File: src/rtl/mileage_recorder.sv
// Odometer source: counts driving time in distance units (one per TICK_DIV clocks in RUN).
// Define MILEAGE_WRAP_EN to wrap REC_MAX -> 0; by default the record saturates at REC_MAX.
module mileage_recorder #(
    parameter int unsigned TICK_DIV = 100_000_000,
    parameter int unsigned REC_MAX  = 99_999_999
) (
    input  logic        clk,
    input  logic        rst_n,
    input  logic        power_now,
    input  logic        state1,
    input  logic        move_en,
    input  logic        clear_req,
    output logic [26:0] record,
    output logic        record_upd,
    output logic        at_max
);

    localparam int unsigned      CNT_W    = (TICK_DIV > 1) ? $clog2(TICK_DIV) : 1;
    localparam logic [CNT_W-1:0] CNT_LAST = CNT_W'(TICK_DIV - 1);
    localparam logic [26:0]      REC_TOP  = 27'(REC_MAX);

    typedef enum logic [1:0] {
        S_OFF,
        S_IDLE,
        S_RUN
    } state_e;

    state_e           state_q, state_d;
    logic [CNT_W-1:0] cnt_q, cnt_d;
    logic [26:0]      record_q, record_d;
    logic             upd_q, upd_d;
    logic             at_max_q, at_max_d;
    logic             driving;
    logic             tick;

    assign driving = state1 & move_en;
    assign tick    = (state_q == S_RUN) && (cnt_q == CNT_LAST);

    always_comb begin
        // NOTE: default first so every path assigns state_d and no latch is inferred.
        state_d = state_q;
        unique case (state_q)
            S_OFF:   if (power_now) state_d = S_IDLE;
            S_IDLE:  if (driving)   state_d = S_RUN;
            S_RUN:   if (!driving)  state_d = S_IDLE;
            default: state_d = S_OFF;
        endcase
        if (!power_now) state_d = S_OFF;
    end

    // Partial units are discarded whenever RUN is left or a clear is requested.
    always_comb begin
        cnt_d = '0;
        if ((state_q == S_RUN) && (state_d == S_RUN) && !clear_req) begin
            cnt_d = tick ? '0 : cnt_q + CNT_W'(1);
        end
    end

    always_comb begin
        record_d = record_q;
        upd_d    = 1'b0;
        if (!power_now || clear_req) begin
            record_d = '0;
            upd_d    = (record_q != '0);
        end else if (tick) begin
            if (record_q != REC_TOP) begin
                record_d = record_q + 27'd1;
                upd_d    = 1'b1;
            end else begin
`ifdef MILEAGE_WRAP_EN
                record_d = '0;
                upd_d    = 1'b1;
`else
                record_d = record_q;
                upd_d    = 1'b0;
`endif
            end
        end
        at_max_d = (record_d == REC_TOP);
    end

    always_ff @(posedge clk or negedge rst_n) begin
        if (!rst_n) begin
            state_q  <= S_OFF;
            cnt_q    <= '0;
            record_q <= '0;
            upd_q    <= 1'b0;
            at_max_q <= 1'b0;
        end else begin
            // NOTE: non-blocking so every register samples pre-edge values.
            state_q  <= state_d;
            cnt_q    <= cnt_d;
            record_q <= record_d;
            upd_q    <= upd_d;
            at_max_q <= at_max_d;
        end
    end

    assign record     = record_q;
    assign record_upd = upd_q;
    assign at_max     = at_max_q;

endmodule

File: config.mk
export PLATFORM = sky130hd
export DESIGN_NAME = mileage_recorder
export DESIGN_NICKNAME = d
export VERILOG_FILES = /design/src/rtl/mileage_recorder.sv
export SDC_FILE = /design/constraint.sdc
export NUM_CORES = 1
export LEC_CHECK = 0
export ABC_AREA = 1
export CAP_MARGIN = 40
export CORE_UTILIZATION = 25
export CTS_BUF_LIST = sky130_fd_sc_hd__clkbuf_8
export DETAILED_ROUTE_END_ITERATION = 12
export GPL_ROUTABILITY_DRIVEN = 1
export PLACE_DENSITY = 0.45
export SLEW_MARGIN = 30
export SYNTH_ARGS = -nofsm -noshare
export SYNTH_HDL_FRONTEND = slang
export SYNTH_SLANG_ARGS = --single-unit
File: constraint.sdc
create_clock -name clk -period 2.8 [get_ports clk]
set_clock_uncertainty 0.15 [all_clocks]
set_input_delay 0.28 -clock clk [delete_from_list [all_inputs] [get_ports clk]]
set_output_delay 0.28 -clock clk [all_outputs]
set_load 0.01 [all_outputs]
==> results.sh, run 1 <==
export IMPL_crit_fanout=7
export IMPL_r2r_start="record[0]"
export IMPL_cp_end_kind="flip-flop"
export IMPL_ys_warn_count=0
export IMPL_p_sw_w=0.000401
export IMPL_cts_setup_buffers=0
export IMPL_seq_power_share=0.486
export IMPL_fin_util=0.309
export IMPL_antenna_cells=0
export IMPL_p_int_w=0.00133
export IMPL_stdcell_area_um2=4890
export IMPL_worstSetupPathType="reg -> reg"
export IMPL_worst_pin_slew_ns=0.509
export IMPL_fillers=1759
export IMPL_clock_fmax_mhz=385
export IMPL_placement_io_buffers=34
export IMPL_routed_via_density=4.44
export IMPL_synth_flop_cell="dfrtp_1"
export IMPL_yosys_area_top_type="dfrtp_1"
export IMPL_critPathRequiredTime_ns=2.94
export IMPL_chipWidth_um=129
export IMPL_p_clk_frac=0.484
export IMPL_finalSetupTns_ns=0
export IMPL_finalSetupViolations=0
export IMPL_htreeDepth=3
export IMPL_synthCells=619
export IMPL_start_kind="flip-flop"
export IMPL_synth_seq_area_share=0.359
export IMPL_avgRoutedWirePerCell_um=14.2
export IMPL_clockBufferDepth=2
export IMPL_drt_iter0_drc=232
export IMPL_grt_usage=0.161
export IMPL_vias=3922
export IMPL_fp_row_count=46
export IMPL_gp_routability_congestion=0.895
export IMPL_rr_endpoint="at_max"
export IMPL_start_util=0.256
export IMPL_hold_viol_final=0
export IMPL_rsz0062_at_grt="false"
export IMPL_overflow=0
export IMPL_p_leak_nw=2.08
export IMPL_async_flop_share=1.00
export IMPL_grt_start_max_net_pins=32
export IMPL_drt_pre_antenna_iters=5
export IMPL_ir_drop_mv=0.194
export IMPL_clkSinkCount=58
export IMPL_crit_arrival_ns=2.74
export IMPL_clock_latency_ns=0.37
export IMPL_synth_edf_count=0
export IMPL_dpl_cell_area_um2=4640
export IMPL_maxSlewViolCount=0
export IMPL_power_frac_comb=0.030
export IMPL_routed_wl_mm=12.6
export IMPL_synth_seq_cells=58
export IMPL_hold_ws_ns=0.147
export IMPL_root_buffer="clkbuf_8"
export IMPL_grt_pass1_vias=3957
export IMPL_drive_gt1_frac=0.105
export IMPL_post_route_min_period_ns=2.60
export IMPL_r2r_cells=13
export IMPL_syn_nets=628
export IMPL_switching_share=0.231
export IMPL_rrSetupSlack_ns=0.20
export IMPL_outcome="complete, no violations"
export IMPL_ys_top_cells_by_area="dfrtp_1 36%, nand2_1 18%, nor2_1 11%"
export IMPL_drv_cap=0
export IMPL_die_h_um=129
export IMPL_hold_path_class="in -> async"
export IMPL_num_io_pins=35
export IMPL_nets=673
export IMPL_hpwl_mm=9.69
export IMPL_coreArea_um2=15800
export IMPL_synth_top_area_share=0.359
export IMPL_period_share=0.928
export IMPL_synthToLayoutAreaGrowth_pct=20.8
export IMPL_cts_tree="done"
export IMPL_synth_cell_type_count=36
export IMPL_place_inst=867
export IMPL_synth_area_um2=4050
export IMPL_ant_nets=0
export IMPL_antenna_found_initial=0
export IMPL_cts_clk_slew_worst_paths_ns=0.07
export IMPL_slew_headroom=0.658
export IMPL_numCtsBuffers=9
export IMPL_grt_first_pass_wirelength_mm=20.3
export IMPL_drc=0
export IMPL_synth_avg_cell_area_um2=6.54
export IMPL_power_density_nw_per_um2=355
export IMPL_instances_no_fill=884
export IMPL_die_area_um2=16700
logic make-up (layout without fill, tap and decap cells):
logic type,Yosys count,after routing,synth area share
buffers and inverters,93,142,0.0943
XOR/XNOR,21,21,0.0455
AND/OR/NAND/NOR,413,413,0.449
adder cells (fa/ha/maj),3,3,0.00928
AO/OA/AOI/OAI,31,31,0.0433
flip-flops,58,58,0.359
flip-flops by register name, summed over array words and instances, names as in the netlist:
register / cells
record: 27
record_upd: 1
at_max: 1
cnt_q: 27
state_q: 2
layout make-up:
class	count	area [µm²]	area share
Tap cell	216	270	0.0553
Multi-Input combinational cell	468	2220	0.455
Sequential cell	58	1450	0.297
Timing Repair Buffer	41	415	0.0850
Clock buffer	12	165	0.0338
Inverter	86	323	0.0661
Clock inverter	3	38.8	0.00794
per-layer routing:
| layer | vias up | track usage | wire length, µm |
|---|---|---|---|
| li1 | 2003 | - | - |
| met1 | 1819 | 0.191 | 5600 |
| met2 | 79 | 0.282 | 6280 |
| met3 | 21 | 0.0347 | 400 |
| met4 | 0 | 0.0651 | 297 |
| met5 | - | 0 | 0 |
cells in the final DEF, fill, tap and decap left out, drive strengths merged, types with 18 or more instances in the layout:
master	count
nor2	134
nand2	199
inv	86
xor2	18
nand3	45
dfrtp	58
clkdlybuf4s50	33
synthesized netlist by cell type (all sizes together), types with 6 or more instances:
cell type and number:
buf 6, a21oi 14, nand4 14, nor2 134, dfrtp 58, nand2 199
nand3 45, nor3 14, xor2 18, inv 85, o21ai 14
how the worst max path moves through the flow:
stage | from | endpoint | slack (ns) | cells after the start
final | record[0] | at_max | 0.20 | 13
after detailed placement | record[0] | at_max | 0.16 | 13
after CTS | record[0] | at_max | 0.13 | 13
after global placement | record[0] | at_max | 0.12 | 13
after floorplan | record[0] | at_max | 0.77 | 15
after global routing | record[0] | at_max | 0.04 | 13
critical path, stage by stage (launching register included):
cell and delay [ns]:
dfrtp_1 0.51, ha_2 0.33, nand3_2 0.18, inv_2 0.14
nand2_1 0.12, nor2_1 0.19, nand2_2 0.15, nand2_2 0.15
nor2_2 0.05, nand4_1 0.07, nand3_1 0.14, nor2_1 0.16
nand2_1 0.10, nor2_1 0.09
power groups by stage:
stage | combinational [W] | sequential, W | clock, W
2_1_floorplan | 0.0000126 | 0.000858 | 0
3_3_place_gp | 0.0000500 | 0.000857 | 0
3_5_place_dp | 0.0000511 | 0.000857 | 0
4_1_cts | 0.0000523 | 0.000841 | 0.000872
5_1_grt | 0.0000599 | 0.000841 | 0.000910
6_report | 0.0000528 | 0.000841 | 0.000839
metrics by stage:
step	power (W)	setup WS, ns
6_report	0.00173	0.202
5_1_grt	0.00181	0.0410
4_1_cts	0.00177	0.133
3_5_place_dp	0.000908	0.158
3_3_place_gp	0.000907	0.124
2_1_floorplan	0.000870	0.770
timing repair:
item,4_1_cts,5_1_grt
resized for setup,0,2
hold buffers,1,0
endpoints found under the setup margin,0,1
endpoints found under the hold margin,27,0
Power figures use the tool's default switching activity.
==> run 2: changes to the inputs <==
--- a/config.mk
+++ b/config.mk
@@ -11,8 +11,8 @@
 export CTS_BUF_LIST = sky130_fd_sc_hd__clkbuf_8
 export DETAILED_ROUTE_END_ITERATION = 12
 export GPL_ROUTABILITY_DRIVEN = 1
-export PLACE_DENSITY = 0.45
 export SLEW_MARGIN = 30
 export SYNTH_ARGS = -nofsm -noshare
 export SYNTH_HDL_FRONTEND = slang
 export SYNTH_SLANG_ARGS = --single-unit
+export TNS_END_PERCENT = 100
==> run 2 against run 1 <==
  * Final area fell by 0.26%
  * Hold slack got worse by 0.015 ns
  * Sequential share of layout area rose by 0.076 points
  * Highest routed layer unchanged
  * Setup slack improved by 0.079 ns
  * Register-to-register slack improved by 0.08 ns
  * Critical path depth rose by 3
  * Total power rose by 5.9%
  * Maximum frequency rose by 3.1%
  * Final cell count did not move
  * Sequential power barely moved
  * Sequential cell count did not move
==> results.sh, run 2 (same netlist as run 1, synthesis figures left out) <==
export IMPL_outcome="complete, no violations"
export IMPL_start_kind="flip-flop"
export IMPL_grt_pass1_vias=3832
export IMPL_clkSinkCount=58
export IMPL_crit_slowest_cell="dfrtp_1"
export IMPL_power_density_nw_per_um2=377
export IMPL_slew_headroom=0.686
export IMPL_post_route_min_period_ns=2.52
export IMPL_fp_row_count=46
export IMPL_drive_gt1_frac=0.102
export IMPL_maxSlewViolCount=0
export IMPL_antenna_found_initial=0
export IMPL_drt_pre_antenna_iters=5
export IMPL_crit_fanout=16
export IMPL_r2r_cells=16
export IMPL_path_cells="ha_1 > nand3_4 > inv_2 > nand2_2 > nor2_4 > nand3_2 > buf_4 > nand2_1 > nand2_1 > inv_1 > nand2_1 > nor2_1 > nand2_1 > nor2_1 > nand2_1 > nor2_1"
export IMPL_cts_resized_gates=0
export IMPL_drc=0
export IMPL_grt_start_max_net_pins=37
export IMPL_htreeDepth=3
export IMPL_die_h_um=129
export IMPL_avgRoutedWirePerCell_um=12.9
export IMPL_start_util=0.256
export IMPL_total_power_w=0.00184
export IMPL_ir_drop_mv=0.196
export IMPL_finalSetupViolations=0
export IMPL_clock_latency_ns=0.35
export IMPL_hold_viol_final=0
export IMPL_finalSetupTns_ns=0
export IMPL_clock_fmax_mhz=397
export IMPL_grt_usage=0.149
export IMPL_gp_routability_congestion=0.901
export IMPL_multi_input_area_um2=2210
export IMPL_worst_pin_slew_ns=0.471
export IMPL_crit_arrival_ns=2.65
export IMPL_root_buffer="clkbuf_8"
export IMPL_overflow=0
export IMPL_synthToLayoutAreaGrowth_pct=20.5
export IMPL_p_leak_nw=2.08
export IMPL_routed_via_density=4.49
export IMPL_drt_iter0_drc=222
export IMPL_place_inst=867
export IMPL_ant_nets=0
export IMPL_worstSetupPathType="reg -> reg"
export IMPL_r2r_start="cnt_q[0]"
export IMPL_numCtsBuffers=9
export IMPL_period_share=0.900
export IMPL_rrSetupSlack_ns=0.28
export IMPL_clockBufferDepth=2
export IMPL_rr_endpoint="at_max"
export IMPL_nets=672
export IMPL_critPathRequiredTime_ns=2.93
export IMPL_mostFrequentLayoutCell="nand2_1"
export IMPL_drv_cap=0
export IMPL_routed_wl_mm=11.4
export IMPL_cts_clk_slew_worst_paths_ns=0.07
export IMPL_cp_end_kind="flip-flop"
export IMPL_rsz0062_at_grt="false"
export IMPL_vias=3968
export IMPL_layout_common_cells="192 x nand2_1, 116 x nor2_1, 75 x inv_1"
export IMPL_instances_no_fill=884
export IMPL_hold_path_class="in -> async"
export IMPL_die_area_um2=16700
export IMPL_grt_first_pass_wirelength_mm=19.2
export IMPL_crit_top_cell="nand2_1"
export IMPL_critPathMaxStageDelay_ns=0.40
export IMPL_hpwl_mm=8.88
export IMPL_placement_io_buffers=34
export IMPL_seqCellArea_um2=1450
export IMPL_cts_tree="done"
export IMPL_fillers=1705
export IMPL_antenna_cells=0
export IMPL_chipWidth_um=129
export IMPL_coreArea_um2=15800
export IMPL_num_io_pins=35
-- run 2: changes by cell type in the layout (fill, tap and decap cells not counted), sizes merged --
cell | before | now
clkbuf | 12 | 9
clkinvlp | 0 | 1
buf | 7 | 6
inv | 86 | 87
bufinv | 1 | 3
-- run 2: final cells by class --
type	instances	area share
clock buffer	9	0.0254
clock inverter	7	0.0226
inverter	86	0.0662
multi-input combinational	468	0.454
sequential	58	0.298
tap	216	0.0554
timing repair buffer	40	0.0785
-- run 2: stage by stage --
| step | hold slack (ns) | worst slack, ns | utilization | cell area [µm²] |
|---|---|---|---|---|
| 2_1_floorplan | -0.166 | 0.770 | - | 4050 |
| 3_3_place_gp | -0.0436 | 0.363 | 0.293 | 4630 |
| 3_5_place_dp | -0.0469 | 0.280 | 0.293 | 4630 |
| 4_1_cts | 0.122 | 0.261 | 0.308 | 4870 |
| 5_1_grt | 0.140 | 0.0563 | 0.308 | 4870 |
| 6_report | 0.132 | 0.281 | 0.308 | 4870 |
-- run 2: repair_timing --
action	4_1_cts	5_1_grt
setup buffers	0	0
hold buffers	1	0
hold endpoints to repair	58	0
-- run 2: worst max-delay path by stage --
stage	start	to	slack [ns]
final	cnt_q[0]	at_max	0.28
after global routing	cnt_q[0]	at_max	0.06
after CTS	cnt_q[0]	at_max	0.26
after detailed placement	cnt_q[0]	at_max	0.28
after global placement	cnt_q[0]	at_max	0.36
after floorplan	record[0]	at_max	0.77
-- run 2: worst max-delay path, delay by kind of cell (launching register included) --
family,cells,cell delay (ns)
DFF,1,0.40
adders and majority gates,1,0.25
buffers and inverters,3,0.44
and+or+nand+nor,12,1.21
-- run 2: layer usage --
| metal | global-route usage | part of all wire | routed length, µm |
|---|---|---|---|
| met3 | 0.0277 | 0.051 | 588 |
| met1 | 0.199 | 0.46 | 5270 |
| met4 | 0.0471 | 0.019 | 215 |
| met2 | 0.244 | 0.47 | 5360 |
| met5 | 0 | 0 | 0 |
-- run 2: report_power, final --
| part | switching, W | internal (W) |
|---|---|---|
| clock network | 0.000364 | 0.000583 |
| logic | 0.0000332 | 0.0000142 |
| registers | 0.00000143 | 0.000840 |
| total | 0.000399 | 0.00144 |
==> run 3: changes to the inputs <==
--- a/config.mk
+++ b/config.mk
@@ -7,6 +7,7 @@
 export LEC_CHECK = 0
 export ABC_AREA = 1
 export CAP_MARGIN = 40
+export CORE_MARGIN = 5
 export CORE_UTILIZATION = 25
 export CTS_BUF_LIST = sky130_fd_sc_hd__clkbuf_8
 export DETAILED_ROUTE_END_ITERATION = 12
==> constraint.sdc (replaced) <==
create_clock -name clk -period 2.1 [get_ports clk]
set_clock_uncertainty 0.15 [all_clocks]
set_input_delay 0.21 -clock clk [delete_from_list [all_inputs] [get_ports clk]]
set_output_delay 0.21 -clock clk [all_outputs]
set_load 0.01 [all_outputs]
==> run 3 against run 2 <==
  * The run now ends with negative setup slack left
  * Sequential power rose by 33%
  * Hold slack improved by 0.097 ns
  * Critical path depth fell by 2
  * Utilization up 7.2 points
  * Maximum frequency up 15%
  * Non-clock buffer count increased by 117
  * Register-to-register slack got worse by 0.38 ns
  * Global-route usage shrank 0.79 points
  * Critical path type unchanged
  * Clock power up 17%
  * Total power up 26%
  * Sequential share of layout area decreased by 5.6 points
  * Setup slack worse by 0.38 ns
==> results.sh, run 3 (same netlist as run 1, synthesis figures left out) <==
export IMPL_outcome="finished, violations left"
export IMPL_failed_checks="negative setup slack"
export IMPL_root_buffer="clkbuf_8"
export IMPL_hold_viol_final=0
export IMPL_cp_end_kind="flip-flop"
export IMPL_numCtsBuffers=9
export IMPL_placement_io_buffers=34
export IMPL_fp_row_count=46
export IMPL_finalSetupTns_ns=-0.0982
export IMPL_htreeDepth=3
export IMPL_die_h_um=137
export IMPL_hpwl_mm=9.83
export IMPL_drt_pre_antenna_iters=6
export IMPL_p_leak_nw=2.78
export IMPL_seqCellArea_um2=1460
export IMPL_routed_via_density=4.48
export IMPL_grt_start_max_net_pins=59
export IMPL_crit_fanout=4
export IMPL_drv_cap=0
export IMPL_overflow=0
export IMPL_coreArea_um2=15900
export IMPL_clkSinkCount=58
export IMPL_slew_headroom=0.765
export IMPL_vias=4480
export IMPL_multi_input_area_um2=2420
export IMPL_critPathMaxStageDelay_ns=0.39
export IMPL_finalSetupViolations=1
export IMPL_drc=0
export IMPL_stdcell_area_um2=6030
export IMPL_mostFrequentLayoutCell="nand2_1"
export IMPL_routed_wl_mm=13.0
export IMPL_antenna_found_initial=0
export IMPL_hold_ws_ns=0.229
export IMPL_place_ws_ns=-0.166
export IMPL_grt_first_pass_wirelength_mm=20.9
export IMPL_avgRoutedWirePerCell_um=13.0
export IMPL_fillers=1707
export IMPL_clock_latency_ns=0.35
export IMPL_rsz0062_at_grt="true"
export IMPL_post_route_min_period_ns=2.20
export IMPL_ant_nets=0
export IMPL_clockBufferDepth=2
export IMPL_clock_fmax_mhz=455
export IMPL_grt_pass1_vias=4288
export IMPL_ir_drop_mv=0.342
export IMPL_final_setup_worst_slack_ns=-0.0982
export IMPL_crit_slowest_cell="dfrtp_1"
export IMPL_die_area_um2=18800
export IMPL_crit_arrival_ns=2.34
export IMPL_worstSetupPathType="reg -> reg"
export IMPL_cts_clk_slew_worst_paths_ns=0.07
export IMPL_antenna_cells=0
export IMPL_drive_gt1_frac=0.284
export IMPL_gp_routability_congestion=0.943
export IMPL_power_density_nw_per_um2=382
export IMPL_start_kind="flip-flop"
export IMPL_crit_top_cell="nand2_1"
export IMPL_period_share=1.05
export IMPL_start_util=0.255
export IMPL_nets=789
export IMPL_cts_tree="done"
export IMPL_grt_usage=0.141
export IMPL_hold_path_class="in -> async"
export IMPL_layout_common_cells="184 x nand2_1, 112 x buf_4, 105 x nor2_1"
export IMPL_critPathRequiredTime_ns=2.24
export IMPL_num_io_pins=35
export IMPL_dpl_cell_area_um2=5450
export IMPL_chipWidth_um=137
export IMPL_path_cells="ha_4 > nand3_4 > buf_4 > nor2_4 > nand2_2 > nor2_4 > nand4_1 > nand2_1 > nand2_1 > nor2_1 > nand2_1 > nor2_2 > nand2_1 > nor2_1"
export IMPL_maxSlewViolCount=0
export IMPL_drt_iter0_drc=361
export IMPL_synthToLayoutAreaGrowth_pct=49.1
export IMPL_worst_pin_slew_ns=0.349
## run 3: worst paths after layout
check | start | to | slack [ns] | cells past startpoint
worst max-delay path | cnt_q[0] | at_max | -0.1 | 14
worst min-delay path | rst_n | at_max | 0.23 | 3
worst max register to register | cnt_q[0] | at_max | -0.1 | 14
worst min register to register | cnt_q[13] | cnt_q[13] | 0.40 | 2
max in group asynchronous | rst_n | record[20] | 1.23 | 3
min in group clk | power_now | state_q[0] | 0.31 | 3
## run 3: through the flow
| stage | total power, W | utilization | std cells |
|---|---|---|---|
| 3_5_place_dp | 0.00121 | 0.343 | 970 |
| 6_report | 0.00231 | 0.380 | 1000 |
| 5_1_grt | 0.00241 | 0.380 | 1000 |
| 3_3_place_gp | 0.00121 | 0.343 | 970 |
| 2_1_floorplan | 0.00116 | - | 619 |
| 4_1_cts | 0.00234 | 0.365 | 993 |
## run 3: critical path: cells and delay by family (launching register included)
kind                     cells  cell delay [ns]
AND/OR/NAND/NOR             12             1.28
flip-flops                   1             0.39
adder cells (fa/ha/maj)      1             0.16
buffers and inverters        1             0.16
## run 3: area by class of cell
class	count	area share
Multi-Input combinational cell	468	0.402
Sequential cell	58	0.242
Timing Repair Buffer	157	0.225
Inverter	86	0.0535
Tap cell	216	0.0448
Clock buffer	9	0.0205
Clock inverter	6	0.0127
## run 3: power by group
group	total, W	internal, W	switching, W
Combinational	0.0000703	0.0000230	0.0000472
Sequential	0.00112	0.00112	0.00000175
Clock	0.00111	0.000647	0.000468
## run 3: routing by layer
layer,global-route usage,share of wire,vias to the layer above
met4,0.0416,0.029,0
li1,-,-,2244
met1,0.175,0.43,2067
met5,0,0,-
met3,0.0347,0.058,34
met2,0.243,0.48,135
## run 3: timing repair
item / in CTS / in global routing
setup endpoints to repair: 3 / 8
setup buffers: 7 / 7
hold buffers: 1 / 0
endpoints found under the hold margin: 58 / 0
gates resized for setup: 19 / 44
cloned: 0 / 1
pin swaps: 13 / 16
